===== src/rtl/tank_pkg.sv =====
// Shared constants and types for the tank game projectile logic.
// Contents: grid geometry (GRID_W, COORD_W, POS_W), direction encoding,
// scheduler FSM state encoding and the {y,x} position struct.
// MAX_RANGE and RANGE_W are consumed only when PROJ_WRAP_EN is defined.
package tank_pkg;

  localparam int unsigned GRID_W    = 16;
  localparam int unsigned COORD_W   = 4;
  localparam int unsigned POS_W     = 2 * COORD_W;
  localparam int unsigned DIR_W     = 2;
  localparam int unsigned NUM_SLOTS = 2;
  localparam int unsigned RANGE_W   = 4;
  localparam int unsigned MAX_RANGE = 12;

  typedef enum logic [DIR_W-1:0] {
    DIR_UP    = 2'd0,  // y-1
    DIR_RIGHT = 2'd1,  // x+1
    DIR_DOWN  = 2'd2,  // y+1
    DIR_LEFT  = 2'd3   // x-1
  } dir_e;

  typedef enum logic [1:0] {
    ST_IDLE   = 2'd0,
    ST_STEP_1 = 2'd1,
    ST_STEP_2 = 2'd2
  } sched_state_e;

  typedef struct packed {
    logic [COORD_W-1:0] y;
    logic [COORD_W-1:0] x;
  } pos_t;

endpackage


===== src/rtl/proj_step.sv =====
// Single-step projectile mover, time-shared between both projectile slots.
// Ports:
//   pos      in  POS_W  current position {y,x}
//   dir      in  dir_e  travel direction
//   nxt_pos  out POS_W  position after one step (coordinates wrap modulo 16)
//   off_grid out 1      the step would leave the 0..15 range on x or y
// Purely combinational; the caller decides whether to kill or wrap
// (PROJ_WRAP_EN selects wrapping in the scheduler).
module proj_step
  import tank_pkg::*;
(
  input  logic [POS_W-1:0] pos,
  input  dir_e             dir,
  output logic [POS_W-1:0] nxt_pos,
  output logic             off_grid
);

  pos_t cur;
  pos_t nxt;

  // 4-bit coordinate arithmetic wraps naturally; off_grid flags the edge cross
  always_comb begin
    cur      = pos_t'(pos);
    nxt      = cur;
    off_grid = 1'b0;
    unique case (dir)
      DIR_UP: begin
        nxt.y    = cur.y - COORD_W'(1);
        off_grid = (cur.y == '0);
      end
      DIR_RIGHT: begin
        nxt.x    = cur.x + COORD_W'(1);
        off_grid = (cur.x == '1);
      end
      DIR_DOWN: begin
        nxt.y    = cur.y + COORD_W'(1);
        off_grid = (cur.y == '1);
      end
      DIR_LEFT: begin
        nxt.x    = cur.x - COORD_W'(1);
        off_grid = (cur.x == '0);
      end
    endcase
    nxt_pos = POS_W'(nxt);
  end

endmodule


===== src/rtl/projectile_scheduler.sv =====
// Projectile scheduler: owns both players' projectile slots, arbitrates fire
// requests and steps each slot once per game tick through one shared
// proj_step unit (slot 1 in STEP_1, slot 2 in STEP_2).
// Ports:
//   clk, reset        clock, synchronous active-high reset
//   tick              one-cycle game-tick pulse (dropped while busy)
//   fire_req[1:0]     level requests, [0]=player 1, [1]=player 2
//   fire_dir_1/_2     direction latched at launch
//   player_1/2_pos    tank positions {y,x}
//   fire_ack[1:0]     one-cycle accept pulse per requester
//   proj_1/2_pos      slot positions
//   proj_active[1:0]  slot valid flags
//   hit[1:0]          [0]=player 1 hit by slot 2, [1]=player 2 hit by slot 1
//   busy              high in STEP_1 and STEP_2
// Build option: define PROJ_WRAP_EN to wrap at the grid edge and expire
// projectiles after MAX_RANGE steps instead of killing them at the edge.
module projectile_scheduler
  import tank_pkg::*;
(
  input  logic                 clk,
  input  logic                 reset,
  input  logic                 tick,
  input  logic [NUM_SLOTS-1:0] fire_req,
  input  logic [DIR_W-1:0]     fire_dir_1,
  input  logic [DIR_W-1:0]     fire_dir_2,
  input  logic [POS_W-1:0]     player_1_pos,
  input  logic [POS_W-1:0]     player_2_pos,
  output logic [NUM_SLOTS-1:0] fire_ack,
  output logic [POS_W-1:0]     proj_1_pos,
  output logic [POS_W-1:0]     proj_2_pos,
  output logic [NUM_SLOTS-1:0] proj_active,
  output logic [NUM_SLOTS-1:0] hit,
  output logic                 busy
);

  sched_state_e state_q;
  logic         busy_q;
  logic         rr_q, rr_d;

  logic [NUM_SLOTS-1:0]            active_q, active_d;
  logic [NUM_SLOTS-1:0]            ack_q, ack_d;
  logic [NUM_SLOTS-1:0]            hit_q, hit_d;
  logic [NUM_SLOTS-1:0][POS_W-1:0] pos_q, pos_d;
  logic [NUM_SLOTS-1:0][DIR_W-1:0] dir_q, dir_d;

`ifdef PROJ_WRAP_EN
  logic [NUM_SLOTS-1:0][RANGE_W-1:0] range_q, range_d;
  logic [RANGE_W-1:0]                range_nxt;
`endif

  // Shared step datapath: slot index follows the FSM step cycle
  logic             sel;
  logic             stepping;
  logic [POS_W-1:0] step_pos;
  dir_e             step_dir;
  logic [POS_W-1:0] step_nxt;
  logic             step_off;
  logic [POS_W-1:0] target;

  logic [NUM_SLOTS-1:0] elig;
  logic                 win;

  assign sel      = (state_q == ST_STEP_2);
  assign stepping = (state_q != ST_IDLE) && active_q[sel];
  assign step_pos = pos_q[sel];
  assign step_dir = dir_e'(dir_q[sel]);
  // Each slot is checked against the opposing player, sampled this cycle
  assign target   = sel ? player_1_pos : player_2_pos;

  proj_step u_proj_step (
    .pos      (step_pos),
    .dir      (step_dir),
    .nxt_pos  (step_nxt),
    .off_grid (step_off)
  );

  // Next-state for slots, handshake pulses and round-robin pointer
  always_comb begin
    pos_d    = pos_q;
    dir_d    = dir_q;
    active_d = active_q;
    ack_d    = '0;
    hit_d    = '0;
    rr_d     = rr_q;
    elig     = '0;
    win      = 1'b0;
`ifdef PROJ_WRAP_EN
    range_d   = range_q;
    range_nxt = range_q[sel] + RANGE_W'(1);
`endif

    if (stepping) begin
`ifdef PROJ_WRAP_EN
      pos_d[sel]   = step_nxt;
      range_d[sel] = range_nxt;
      if (step_nxt == target) begin
        active_d[sel] = 1'b0;
        hit_d[~sel]   = 1'b1;
      end else if (range_nxt == RANGE_W'(MAX_RANGE)) begin
        active_d[sel] = 1'b0;
      end
`else
      if (step_off) begin
        // Leaving the grid: slot dies, position keeps its last value
        active_d[sel] = 1'b0;
      end else begin
        pos_d[sel] = step_nxt;
        if (step_nxt == target) begin
          active_d[sel] = 1'b0;
          hit_d[~sel]   = 1'b1;
        end
      end
`endif
    end

    // Fire arbitration only in an idle cycle without a tick (tick wins)
    if ((state_q == ST_IDLE) && !tick) begin
      elig = fire_req & ~active_q;
      if (&elig) begin
        win  = rr_q;
        rr_d = ~rr_q;
      end else begin
        win = ~elig[0];
      end
      if (|elig) begin
        ack_d[win]    = 1'b1;
        active_d[win] = 1'b1;
        pos_d[win]    = win ? player_2_pos : player_1_pos;
        dir_d[win]    = win ? fire_dir_2 : fire_dir_1;
`ifdef PROJ_WRAP_EN
        range_d[win]  = '0;
`endif
      end
    end
  end

  // FSM and all state registers
  always_ff @(posedge clk) begin
    if (reset) begin
      state_q  <= ST_IDLE;
      busy_q   <= 1'b0;
      rr_q     <= 1'b0;
      active_q <= '0;
      ack_q    <= '0;
      hit_q    <= '0;
      pos_q    <= '0;
      dir_q    <= '0;
`ifdef PROJ_WRAP_EN
      range_q  <= '0;
`endif
    end else begin
      unique case (state_q)
        ST_IDLE: begin
          if (tick) begin
            state_q <= ST_STEP_1;
            busy_q  <= 1'b1;
          end
        end
        ST_STEP_1: state_q <= ST_STEP_2;
        ST_STEP_2: begin
          state_q <= ST_IDLE;
          busy_q  <= 1'b0;
        end
        default: begin
          state_q <= ST_IDLE;
          busy_q  <= 1'b0;
        end
      endcase
      rr_q     <= rr_d;
      active_q <= active_d;
      ack_q    <= ack_d;
      hit_q    <= hit_d;
      pos_q    <= pos_d;
      dir_q    <= dir_d;
`ifdef PROJ_WRAP_EN
      range_q  <= range_d;
`endif
    end
  end

  assign fire_ack    = ack_q;
  assign hit         = hit_q;
  assign proj_active = active_q;
  assign proj_1_pos  = pos_q[0];
  assign proj_2_pos  = pos_q[1];
  assign busy        = busy_q;

endmodule


===== config.mk =====
export PLATFORM = sky130hd
export DESIGN_NAME = projectile_scheduler
export DESIGN_NICKNAME = d
export VERILOG_FILES = /design/src/rtl/tank_pkg.sv /design/src/rtl/proj_step.sv /design/src/rtl/projectile_scheduler.sv
export SDC_FILE = /design/constraint.sdc
export NUM_CORES = 1
export LEC_CHECK = 0
export ABC_AREA = 1
export CAP_MARGIN = 30
export CORE_ASPECT_RATIO = 0.75
export CORE_MARGIN = 10
export CORE_UTILIZATION = 45
export CTS_CLUSTER_DIAMETER = 200
export CTS_CLUSTER_SIZE = 8
export DETAILED_ROUTE_END_ITERATION = 10
export GPL_TIMING_DRIVEN = 0
export PLACE_DENSITY = 0.74
export RECOVER_POWER = 25
export SYNTH_ARGS = -nofsm -noshare
export SYNTH_HDL_FRONTEND = slang
export SYNTH_SLANG_ARGS = --single-unit

===== constraint.sdc =====
create_clock -name clk -period 2.86 [get_ports clk]
set_clock_uncertainty 0.1 [all_clocks]
set_input_delay 0.286 -clock clk [delete_from_list [all_inputs] [get_ports clk]]
set_output_delay 0.286 -clock clk [all_outputs]
set_load 0.03 [all_outputs]

==> Yosys cells after proc, flatten, opt, wreduce, memory -nomap -nowiden <==
Index checks and enable logic that the tools add are counted.
{ "totals": {"out_inout_bits": 23, "reg_bits": 30, "word_cells": 102} }
{ "classes": {"n_addsub": 4, "n_bitwise": 13, "muxes": 42, "order_cmp": 6, "n_eq_ne": 9, "reduce_logical": 18} }
{ "ops": {"columns": ["cell", "n"], "rows": [
  ["2-to-1 mux 16 bit", 4],
  ["2-to-1 mux 8 bit", 6],
  ["bitwise mux 16 bit", 2],
  ["2-to-1 mux 2 bit", 10],
  ["demux 8 bit (select 1 bit)", 2],
  ["one-hot mux 4 bit (2 select lines)", 2],
  ["adder 4 x 1 -> 4 bit, second input constant", 2],
  ["== test 4 bit, second input constant", 2],
  ["== test 8 bit", 1],
  ["logical NOT 4 bit", 2],
  ["2-to-1 mux 1 bit", 8],
  ["NOT 1 bit", 8],
  ["subtractor 4 x 1 -> 4 bit, second input constant", 2],
  ["== test 2 bit, second input constant", 3],
  ["less-than comparator 1 x 2 -> 1 bit, second input constant", 3],
  ["AND reduction 2 bit", 3],
  ["logical AND 1 bit", 5],
  ["AND 2 bit", 2],
  ["bitwise mux 4 bit", 1],
  ["== test 2 x 1 -> 1 bit, second input constant", 2],
  ["logical NOT 2 bit", 2],
  ["NOT 2 bit", 2],
  ["one-hot mux 1 bit (4 select lines)", 1],
  ["one-hot mux 2 bit (2 select lines)", 1],
  ["other kinds (12)", 16]
]} }

==> Logic depth before layout (Yosys ltp) <==
Gate-level depths: netlist of run 1.
{ "depth": {"depth_word": 13, "depth_mapped": 25} }

==> Cells and area by module <==
From an unflattened synthesis of run 1, not the netlist that was laid out.
{ "hier_totals": {"cells_unflattened": 338, "area_unflattened_um2": 2098.3} }
{ "modules_own_cells": {"columns": ["mod", "seq_area_each_um2", "n_inst", "cells_each", "area_per_inst_um2"], "rows": [
  ["projectile_scheduler", 600.6, 1, 264, 1644.1],
  ["proj_step", 0.0, 1, 74, 454.2]
]} }

==> Worst setup path after synthesis of run 1 <==
No wires, ideal clock.
{ "synth_path": {"path_type": "register to register", "start": "register state_q[1]", "end": "register active_q[0], in the netlist proj_active[0]", "setup_time_ps": 112, "required_time_ps": 2648, "arrival_ps": 2930, "slack_ps": -283, "path_stages_with_launch": 22, "n_path_buf": 3, "path_cell_list": "dfxtp_1 -> nand2_4 -> buf_6 -> buf_6 -> buf_2 -> o21ai_0 -> ha_1 -> inv_1 -> ha_1 -> inv_1 -> nor2_1 -> nand2_2 -> nand3_1 -> nand3_1 -> nand3_1 -> nand2_1 -> nor2_2 -> nand2_1 -> nand2_1 -> nand2_1 -> nand2_1 -> nand2_1"} }
{ "synth_via": {"elab_chain_len": 13, "word_cells_on_any_way": 41} }
{ "synth_rtl": {"columns": ["item", "line", "rtl"], "rows": [
  ["start: declaration", "projectile_scheduler.sv:36", "sched_state_e state_q;"],
  ["start signal: assignment", "projectile_scheduler.sv:140", "state_q <= ST_IDLE;"],
  ["start signal: assignment", "projectile_scheduler.sv:155", "state_q <= ST_STEP_1;"],
  ["start signal: assignment", "projectile_scheduler.sv:159", "ST_STEP_1: state_q <= ST_STEP_2;"],
  ["branches (longest 12 deep; another with subtractor 4 x 1 -> 4 bit)", null, null],
  ["2-to-1 mux 2 bit *", "projectile_scheduler.sv:117", "if ((state_q == ST_IDLE) && !tick) begin"],
  ["end signal: assignment", "projectile_scheduler.sv:170", "active_q <= active_d;"],
  ["end: declaration", "projectile_scheduler.sv:40", "logic [NUM_SLOTS-1:0] active_q, active_d;"]
]} }
Every way passes the cells marked *. The select of a mux whose other input is x is not followed.
A chain may end at the register's enable or synchronous reset.

==> Worst setup path in the final report of run 1 <==
{ "layout_path": {"start": "register state_q[0]", "end": "register active_q[1], in the netlist proj_active[1]"} }
Same word-level chain as after synthesis.

==> results of run 1 <==
per-layer routing:
| metal | part of all wire | routed length (um) |
|---|---|---|
| met1 | 0.43 | 3901 |
| met2 | 0.45 | 4014 |
| met3 | 0.089 | 796 |
| met4 | 0.030 | 272 |
| met5 | 0 | 0 |
metrics by stage:
| step | power (mW) | cell area [sq um] |
|---|---|---|
| floorplan | 0.8565 | 2487 |
| global placement | 1.031 | 3052 |
| detailed placement | 1.040 | 3052 |
| CTS | 1.447 | 3356 |
| global route | 1.633 | 3546 |
| finish | 1.554 | 3546 |
synthesized netlist by cell type, drive strengths merged:
library cell	number	area share
nand2	159	0.26
inv	75	0.11
nand3	58	0.12
nor2	34	0.057
dfxtp	30	0.24
o21ai	21	0.042
a21oi	17	0.034
ha	9	0.045
nand4	9	0.025
buf	8	0.029
clkbuf	5	0.0076
nor3	2	0.0040
a21boi	1	0.0076
mux2i	1	0.0040
nor4	1	0.0050
worst paths after layout:
kind	from	end	slack (ns)	cells past startpoint
max	state_q[0]	proj_active[1]	-0.07	22
min	busy	busy	0.37	2
max reg2reg	state_q[0]	proj_active[1]	-0.07	22
min reg2reg	busy	busy	0.37	2
placed cells by master (no fill, tap or decap), types with 2 or more instances in the layout:
cell             count
clkdlybuf4s50_1     40
nand2_2             22
ha_1                 3
nor2_2               2
nand2_1            132
ha_4                 5
nand2_4              4
inv_1               67
nor3_1               2
buf_4               24
dlygate4sd3_1        7
o21ai_0             16
buf_8                2
buf_6                3
a21oi_1             17
nor2_1              29
clkbuf_1             6
nand3_2             10
clkbuf_8             6
nand4_1              8
inv_4                2
dfxtp_4              2
dfxtp_1             28
nor2_4               3
o21ai_1              4
inv_2                4
nand3_1             47
final cells by class:
class	instances	area, sq um	share of cell area
Buffer	12	107.6	0.03035
Clock buffer	7	86.33	0.02435
Clock inverter	1	5.005	0.001411
Inverter	75	295.3	0.08327
Multi-Input combinational cell	312	1699	0.4792
Sequential cell	30	608.1	0.1715
Tap cell	75	93.84	0.02646
Timing Repair Buffer	71	650.6	0.1835
tightest hold or removal path, delay by kind of cell, from the launching register on:
family	cells	cell delay (ns)
AOI/OAI and AO/OA	1	0.05
DFF	1	0.31
and+or+nand+nor	1	0.06
power by group through the flow:
| stage | combinational (mW) | clock (mW) | sequential [mW] |
|---|---|---|---|
| 2_1_floorplan | 0.328 | 0 | 0.529 |
| 3_3_place_gp | 0.545 | 0 | 0.486 |
| 3_5_place_dp | 0.554 | 0 | 0.486 |
| 4_1_cts | 0.599 | 0.371 | 0.477 |
| 5_1_grt | 0.761 | 0.391 | 0.481 |
| 6_report | 0.702 | 0.374 | 0.478 |
sequential cells by signal (all words and copies together), names as in the netlist:
signal / flops
proj_1_pos: 8
fire_ack: 2
proj_2_pos: 8
hit: 2
state_q: 2
rr_q: 1
busy: 1
dir_q: 4
proj_active: 2
timing repair:
item | CTS | global route
gates resized for setup | 22 | 33
pin swaps | 14 | 19
endpoints found under the setup margin | 20 | 18
cloned | 0 | 0
setup buffers | 15 | 9
kinds of logic (layout without fill, tap and decap cells):
logic type | Yosys count | in the layout
adder cells (fa/ha/maj) | 9 | 9
AND/OR/NAND/NOR | 263 | 263
flip-flops | 30 | 30
multiplexers | 1 | 1
AO/OA/AOI/OAI | 39 | 39
buffers and inverters | 88 | 166
==> run metrics, run 1 <==
DIE WIDTH 105.7 um; CP Cell Sequence inv_6, nand2_8, buf_8, buf_12, o21ai_4, ha_4, clkinvlp_4, ha_4, inv_4, nor2_4, nand2_2, nand2_2, nand2_2, nand3_2, nand3_2, nand2_2, nor2_2, nand2_1, nand2_1, nand2_1, nand2_1, nand2_1; CP max stage delay 0.38 ns; Hold Slack 0.3673 ns; Fin. Hold Viols 0; Global Route Usage Sum 0.1916; GR Util met2 0.3010; P&R area growth vs syn 43.06%; share of layout cells above drive strength 1 0.1988; share of cell area taken by muxes after synthesis 0.004038; routing usage on met3 0.04504; DP Wirelength 6427 um; Synth Warn # 0; row cnt 23; sequential-to-total area share from yosys stat 0.2423; router iterations before antenna repair 5; sw power 623.0 uW; grt ovf 0; Routed Antenna Nets 0; initial antenna violation count 0; post-layout util 0.6625; PortBufs 47; Cells after Synth 430; crit end category flip-flop; busiest grt layer met2; Distinct cells, synth 24; CTS Sinks 30; Tcrit/Tclk final 1.023; Clock Pin Slew Worst Setup and Hold Paths 0.07 ns; pre-CTS setup slack -0.5731 ns; crit path kind reg -> reg; cell mode on critical path nand2_1; Buffers & Inverters on Critical Path 5; vias 3073; non-filler instance count after layout 583; final WL 8984 um; Final Setup Violations 5; Setup TNS -0.2245 ns; vias in the first global route 2941; starting density of the core 0.4631; switching share of total power 0.4009; slowest CP cell dfxtp_4; internal power 930.9 uW; part of the power in registers 0.308; cell area after synthesis 0.002479 sq mm; failing checks setup timing; WL/cell 15.41 um; Worst Path Required 2.95 ns; Pwr per Cell Area 438.2 mW/mm^2; largest net degree at the start of global routing 18; Max-Cap Viols 0; Max FO, Critical Path 5; Final Net Count 541; # hold bufs at CTS 0; worst-skew pair later-pin latency 0.29 ns; CTS buffer count 5; Simple-Gate Fraction of Synth Area 0.4740; CTS Root Cell clkbuf_8; #FFs+latches synth 30; Crit path arrival time 3.01 ns; Hold Path Class reg -> reg; TritonCTS clock tree built; Iteration-0 DRC Markers 298; crit path launch type flip-flop; Comb pwr share 0.451; worst setup margin -0.06613 ns; placed insts 552; Ports 48; Adder-Cell Fraction of Synth Area 0.04543; DRC 0; ANT cells 0; Tmin final 2.926 ns; total die area 0.008907 sq mm; Max Freq 341.7 MHz; Clock power frac 0.241; Final Max Slew Viols 0; Rel. slew slack 0.5626; vias per cell 5.271; first-pass GRT wire length 14190 um; M1 GR Usage 0.2478; Max VDD drop 0.2568 mV; routability cong. 0.9277; syn_area_per_cell 5.764 sq um; main combinational cell family by area after synthesis simple AND/OR/NAND/NOR gates; H-tree depth 2; post-synthesis xor/xnor area fraction 0; Synth Area in Compound Gates 0.08430; unrepaired setup endpoints after global routing true; core footprint 0.005353 sq mm; critical path's top delay family simple AND/OR/NAND/NOR gates; clock tree buffer depth 2; worst-margin pin slew 0.6492 ns; fill count 502; outcome finished with violations; Lkg Pwr 1.821 nW; die height 84.28 um; syn_nets 464
(Power assumes the default switching activity.)
==> run 2: changes to the inputs <==
--- a/config.mk
+++ b/config.mk
@@ -16,6 +16,7 @@
 export GPL_TIMING_DRIVEN = 0
 export PLACE_DENSITY = 0.74
 export RECOVER_POWER = 25
+export SETUP_SLACK_MARGIN = 0.2
 export SYNTH_ARGS = -nofsm -noshare
 export SYNTH_HDL_FRONTEND = slang
 export SYNTH_SLANG_ARGS = --single-unit
==> run metrics, run 2 (synthesis results as in run 1) <==
outcome finished with violations; failing checks setup timing; worst setup path startpoint state_q[0]; Hold Path Class reg -> reg; H-tree depth 2; Fin. Hold Viols 0; Max-Cap Viols 0; CTS Sinks 30; crit path kind reg -> reg; routability cong. 0.9682; Clock Pin Slew Worst Setup and Hold Paths 0.07 ns; PortBufs 47; first-pass GRT wire length 13830 um; die height 84.28 um; slowest CP cell dfxtp_4; largest net degree at the start of global routing 13; Max VDD drop 0.2258 mV; # hold bufs at CTS 0; Routed Antenna Nets 0; vias in the first global route 2883; Lkg Pwr 1.752 nW; Pwr per Cell Area 446.1 mW/mm^2; critical path's top delay family simple AND/OR/NAND/NOR gates; Hold Slack 0.3704 ns; worst-margin pin slew 0.7126 ns; unrepaired setup endpoints after global routing true; starting density of the core 0.4631; TritonCTS clock tree built; worst-skew pair later-pin latency 0.29 ns; final WL 8372 um; vias per cell 5.160; cell mode on critical path nand2_1; Iteration-0 DRC Markers 234; Placed Instance Area 0.003108 sq mm; CP max stage delay 0.37 ns; worst setup margin -0.07470 ns; WL/cell 14.56 um; Ports 48; CTS Root Cell clkbuf_8; post-layout util 0.6592; Buffers & Inverters on Critical Path 6; leading cell type in the layout, fill and taps excluded nand2_1; share of layout cells above drive strength 1 0.1920; ANT cells 0; Crit path arrival time 3.03 ns; Global Route Usage Sum 0.1877; DRC 0; crit path launch type flip-flop; grt ovf 0; Final Max Slew Viols 0; Worst Path Required 2.95 ns; total die area 0.008907 sq mm; most frequent cells in the layout nand2_1 (130), inv_1 (65), nand3_1 (50), clkdlybuf4s50_1 (47), nor2_1 (30); row cnt 23; DIE WIDTH 105.7 um; Final Net Count 533; Tmin final 2.935 ns; worst hold start rr_q; Max FO, Critical Path 5; CTS buffer count 5; initial antenna violation count 0; P&R area growth vs syn 42.35%; core footprint 0.005353 sq mm; Rel. slew slack 0.5199; vias 2967; clock tree buffer depth 2; Tcrit/Tclk final 1.026; router iterations before antenna repair 5; crit end category flip-flop; Final Setup Violations 4; worst flop-to-flop path startpoint state_q[0]; Max Freq 340.8 MHz; design area 0.003528 sq mm; DP Wirelength 6468 um
[run 2: layout make-up]
type                            instances  area (sq um)
Fill cell                             509          1824
Multi-Input combinational cell        312          1710
Sequential cell                        30         608.1
Timing Repair Buffer                   62         595.6
Inverter                               75         291.5
Buffer                                 13         118.9
Tap cell                               75         93.84
Clock buffer                            6         72.57
Clock inverter                          2         37.54
[run 2: timing repair]
action,in CTS,in global routing
setup buffers,12,3
resized for setup,26,21
endpoints found under the setup margin,20,17
pin swaps,14,25
[run 2: path summary, 6_finish.rpt]
check,end,slack (ns),cells after the start
worst max-delay path,proj_active[1],-0.07,25
worst min-delay path,rr_q,0.37,2
worst max register to register,proj_active[1],-0.07,25
worst min register to register,rr_q,0.37,2
[run 2: report_power, final]
part | total [mW] | switching (mW) | leakage [nW] | internal, mW
clock | 0.436 | 0.176 | 0.0514 | 0.260
combinational | 0.660 | 0.395 | 1.45 | 0.266
sequential | 0.478 | 0.0288 | 0.247 | 0.449
[run 2: routing by layer]
metal  global-route usage  wire length (um)
met1               0.2308              3587
met2               0.2982              3700
met3              0.06489               902
met4              0.06380               181
met5                    0                 0
[run 2: tightest hold or removal path, stage by stage (launching register included)]
cell and delay (ns):
dfxtp_1 0.31, inv_1 0.06, a21oi_1 0.05
[run 2: metrics by stage]
stage          setup slack [ns]  power (mW)  setup TNS (ns)  std cells
5_1_grt                 -0.2342       1.665         -0.8745        575
6_report               -0.07470       1.574         -0.2112        575
3_5_place_dp            -0.3251       1.057          -1.477        552
3_3_place_gp            -0.3049       1.045         -0.9856        552
4_1_cts                -0.02269       1.532        -0.03158        572
2_1_floorplan            0.1511      0.8689               0        430
==> run 3: changes to the inputs <==
--- a/config.mk
+++ b/config.mk
@@ -7,16 +7,18 @@
 export LEC_CHECK = 0
 export ABC_AREA = 1
 export CAP_MARGIN = 30
-export CORE_ASPECT_RATIO = 0.75
+export CELL_PAD_IN_SITES_DETAIL_PLACEMENT = 1
+export CELL_PAD_IN_SITES_GLOBAL_PLACEMENT = 1
 export CORE_MARGIN = 10
-export CORE_UTILIZATION = 45
+export CORE_UTILIZATION = 32
 export CTS_CLUSTER_DIAMETER = 200
 export CTS_CLUSTER_SIZE = 8
 export DETAILED_ROUTE_END_ITERATION = 10
 export GPL_TIMING_DRIVEN = 0
-export PLACE_DENSITY = 0.74
+export PLACE_DENSITY_LB_ADDON = 0.1
 export RECOVER_POWER = 25
 export SETUP_SLACK_MARGIN = 0.2
+export SLEW_MARGIN = 20
 export SYNTH_ARGS = -nofsm -noshare
 export SYNTH_HDL_FRONTEND = slang
 export SYNTH_SLANG_ARGS = --single-unit
==> run metrics, run 3 (synthesis results as in run 1) <==
DRC 0; CTS Root Cell clkbuf_8; Hold Slack 0.3715 ns; post-layout util 0.5250; Tmin final 2.981 ns; vias in the first global route 3182; worst flop-to-flop path startpoint state_q[0]; H-tree depth 2; total die area 0.01167 sq mm; Routed Antenna Nets 0; vias per cell 5.051; TritonCTS clock tree built; critical path's top delay family simple AND/OR/NAND/NOR gates; Crit path arrival time 3.08 ns; Worst Path Required 2.96 ns; CP Cell Sequence inv_6, nand2_8, buf_8, buf_8, buf_8, o21ai_4, buf_12, ha_4, inv_4, ha_4, inv_4, nor2_4, nand2_4, nand3_2, nand3_2, nand3_1, nand2_2, nor2_4, nand2_1, nand2_2, nand2_1, nand2_1, nand2_1; first-pass GRT wire length 17160 um; starting density of the core 0.3241; Max FO, Critical Path 4; worst-margin pin slew 0.7567 ns; initial antenna violation count 0; # hold bufs at CTS 0; Hold Path Class reg -> reg; most frequent cells in the layout nand2_1 (116), inv_1 (62), clkdlybuf4s50_1 (41), nand3_1 (34), buf_4 (30); Final Net Count 558; leading cell type in the layout, fill and taps excluded nand2_1; DP Wirelength 7655 um; busiest grt layer met2; Iteration-0 DRC Markers 112; Fin. Hold Viols 0; Worst Hold Depth 2; outcome finished with violations; worst-skew pair later-pin latency 0.30 ns; crit end category flip-flop; core footprint 0.007647 sq mm; CTS buffer count 5; Setup TNS -0.4415 ns; crit path launch type flip-flop; WL/cell 18.01 um; FF+latch area 608.1 sq um; Max-Cap Viols 0; Global Route Usage Sum 0.1851; Final Setup Violations 5; RR Endpoint proj_active[1]; Max VDD drop 0.2129 mV; PortBufs 47; crit path kind reg -> reg; Rel. slew slack 0.4955; R2R Setup Slk -0.12 ns; ANT cells 0; area occupied by multi-input gates 0.001928 sq mm; fill count 1000; cell mode on critical path nand2_1; Hold Path End rr_q; share of layout cells above drive strength 1 0.2971; worst hold start rr_q; failing checks setup timing; routing usage on met3 0.03569; vias 3167; largest net degree at the start of global routing 13; R2R cell count 23; unrepaired setup endpoints after global routing true; slowest CP cell dfxtp_4; Clock Pin Slew Worst Setup and Hold Paths 0.07 ns; CP max stage delay 0.37 ns; final WL 11290 um; grt ovf 0; Final Max Slew Viols 0; routability cong. 0.8011; router iterations before antenna repair 4; DIE WIDTH 108.0 um; Max Freq 335.5 MHz; Pwr per Cell Area 438.8 mW/mm^2; CTS Sinks 30; Lkg Pwr 1.983 nW; Buffers & Inverters on Critical Path 7; Tcrit/Tclk final 1.042; M1 GR Usage 0.2339; GR Util met2 0.3164; pre-CTS setup slack -0.3876 ns; placed insts 579; design area 0.004015 sq mm; die height 108.0 um; row cnt 32; Ports 48; Placed Instance Area 0.003142 sq mm; worst setup margin -0.1208 ns; non-filler instance count after layout 627; P&R area growth vs syn 61.99%; PnR Total Power 1.762 mW; clock tree buffer depth 2
run 3: changes by cell type in the layout (fill, tap and decap cells not counted), moves of 6 or more:
cell	previous run	this run
nand3_1	50	34
nand3_2	7	22
dlygate4sd3_1	0	6
nand2_4	5	11
nand2_1	130	116
buf_4	15	30
clkdlybuf4s50_1	47	41
run 3: worst max path at each step:
stage          cells past startpoint  slack (ns)        endpoint       start
2_1_floorplan                     24        0.15  proj_active[0]  state_q[0]
3_3_place_gp                      22       -0.33  proj_active[1]  state_q[0]
3_5_place_dp                      22       -0.39  proj_active[1]  state_q[0]
4_1_cts                           25       -0.05  proj_active[1]  state_q[0]
5_1_grt                           25       -0.28  proj_active[1]  state_q[0]
6_report                          23       -0.12  proj_active[1]  state_q[0]
run 3: repair_timing:
action | CTS | global route
cloned | 1 | 0
pin swaps | 35 | 47
setup endpoints to repair | 20 | 22
setup buffers | 24 | 15
gates resized for setup | 59 | 49
run 3: layout make-up:
type                       count  share of cell area
clock buffer                   7             0.02150
inverter                      75             0.07323
timing repair buffer          87              0.2097
sequential                    30              0.1514
multi-input combinational    312              0.4802
buffer                        13             0.03085
tap                          102             0.03179
clock inverter                 1            0.001246
run 3: worst reg2reg max path: cells and delay by family (launching register included):
family	cells	cell delay [ns]
compound gates	1	0.24
buf+inv	7	0.70
simple gates	13	1.06
flops	1	0.37
fa+ha+maj	2	0.43
run 3: metal layers:
layer  wire, um  vias to the layer above  part of all wire
li1           -                     1529                 -
met1       4909                     1551              0.43
met2       5616                       67              0.50
met3        484                       20             0.043
met4        282                        0             0.025
met5          0                        -                 0
run 3: power by group:
group | switching [mW] | total, mW | internal, mW | leakage, nW
Combinational | 0.500 | 0.895 | 0.394 | 1.69
Sequential | 0.0311 | 0.480 | 0.449 | 0.247
Clock | 0.193 | 0.387 | 0.195 | 0.0482
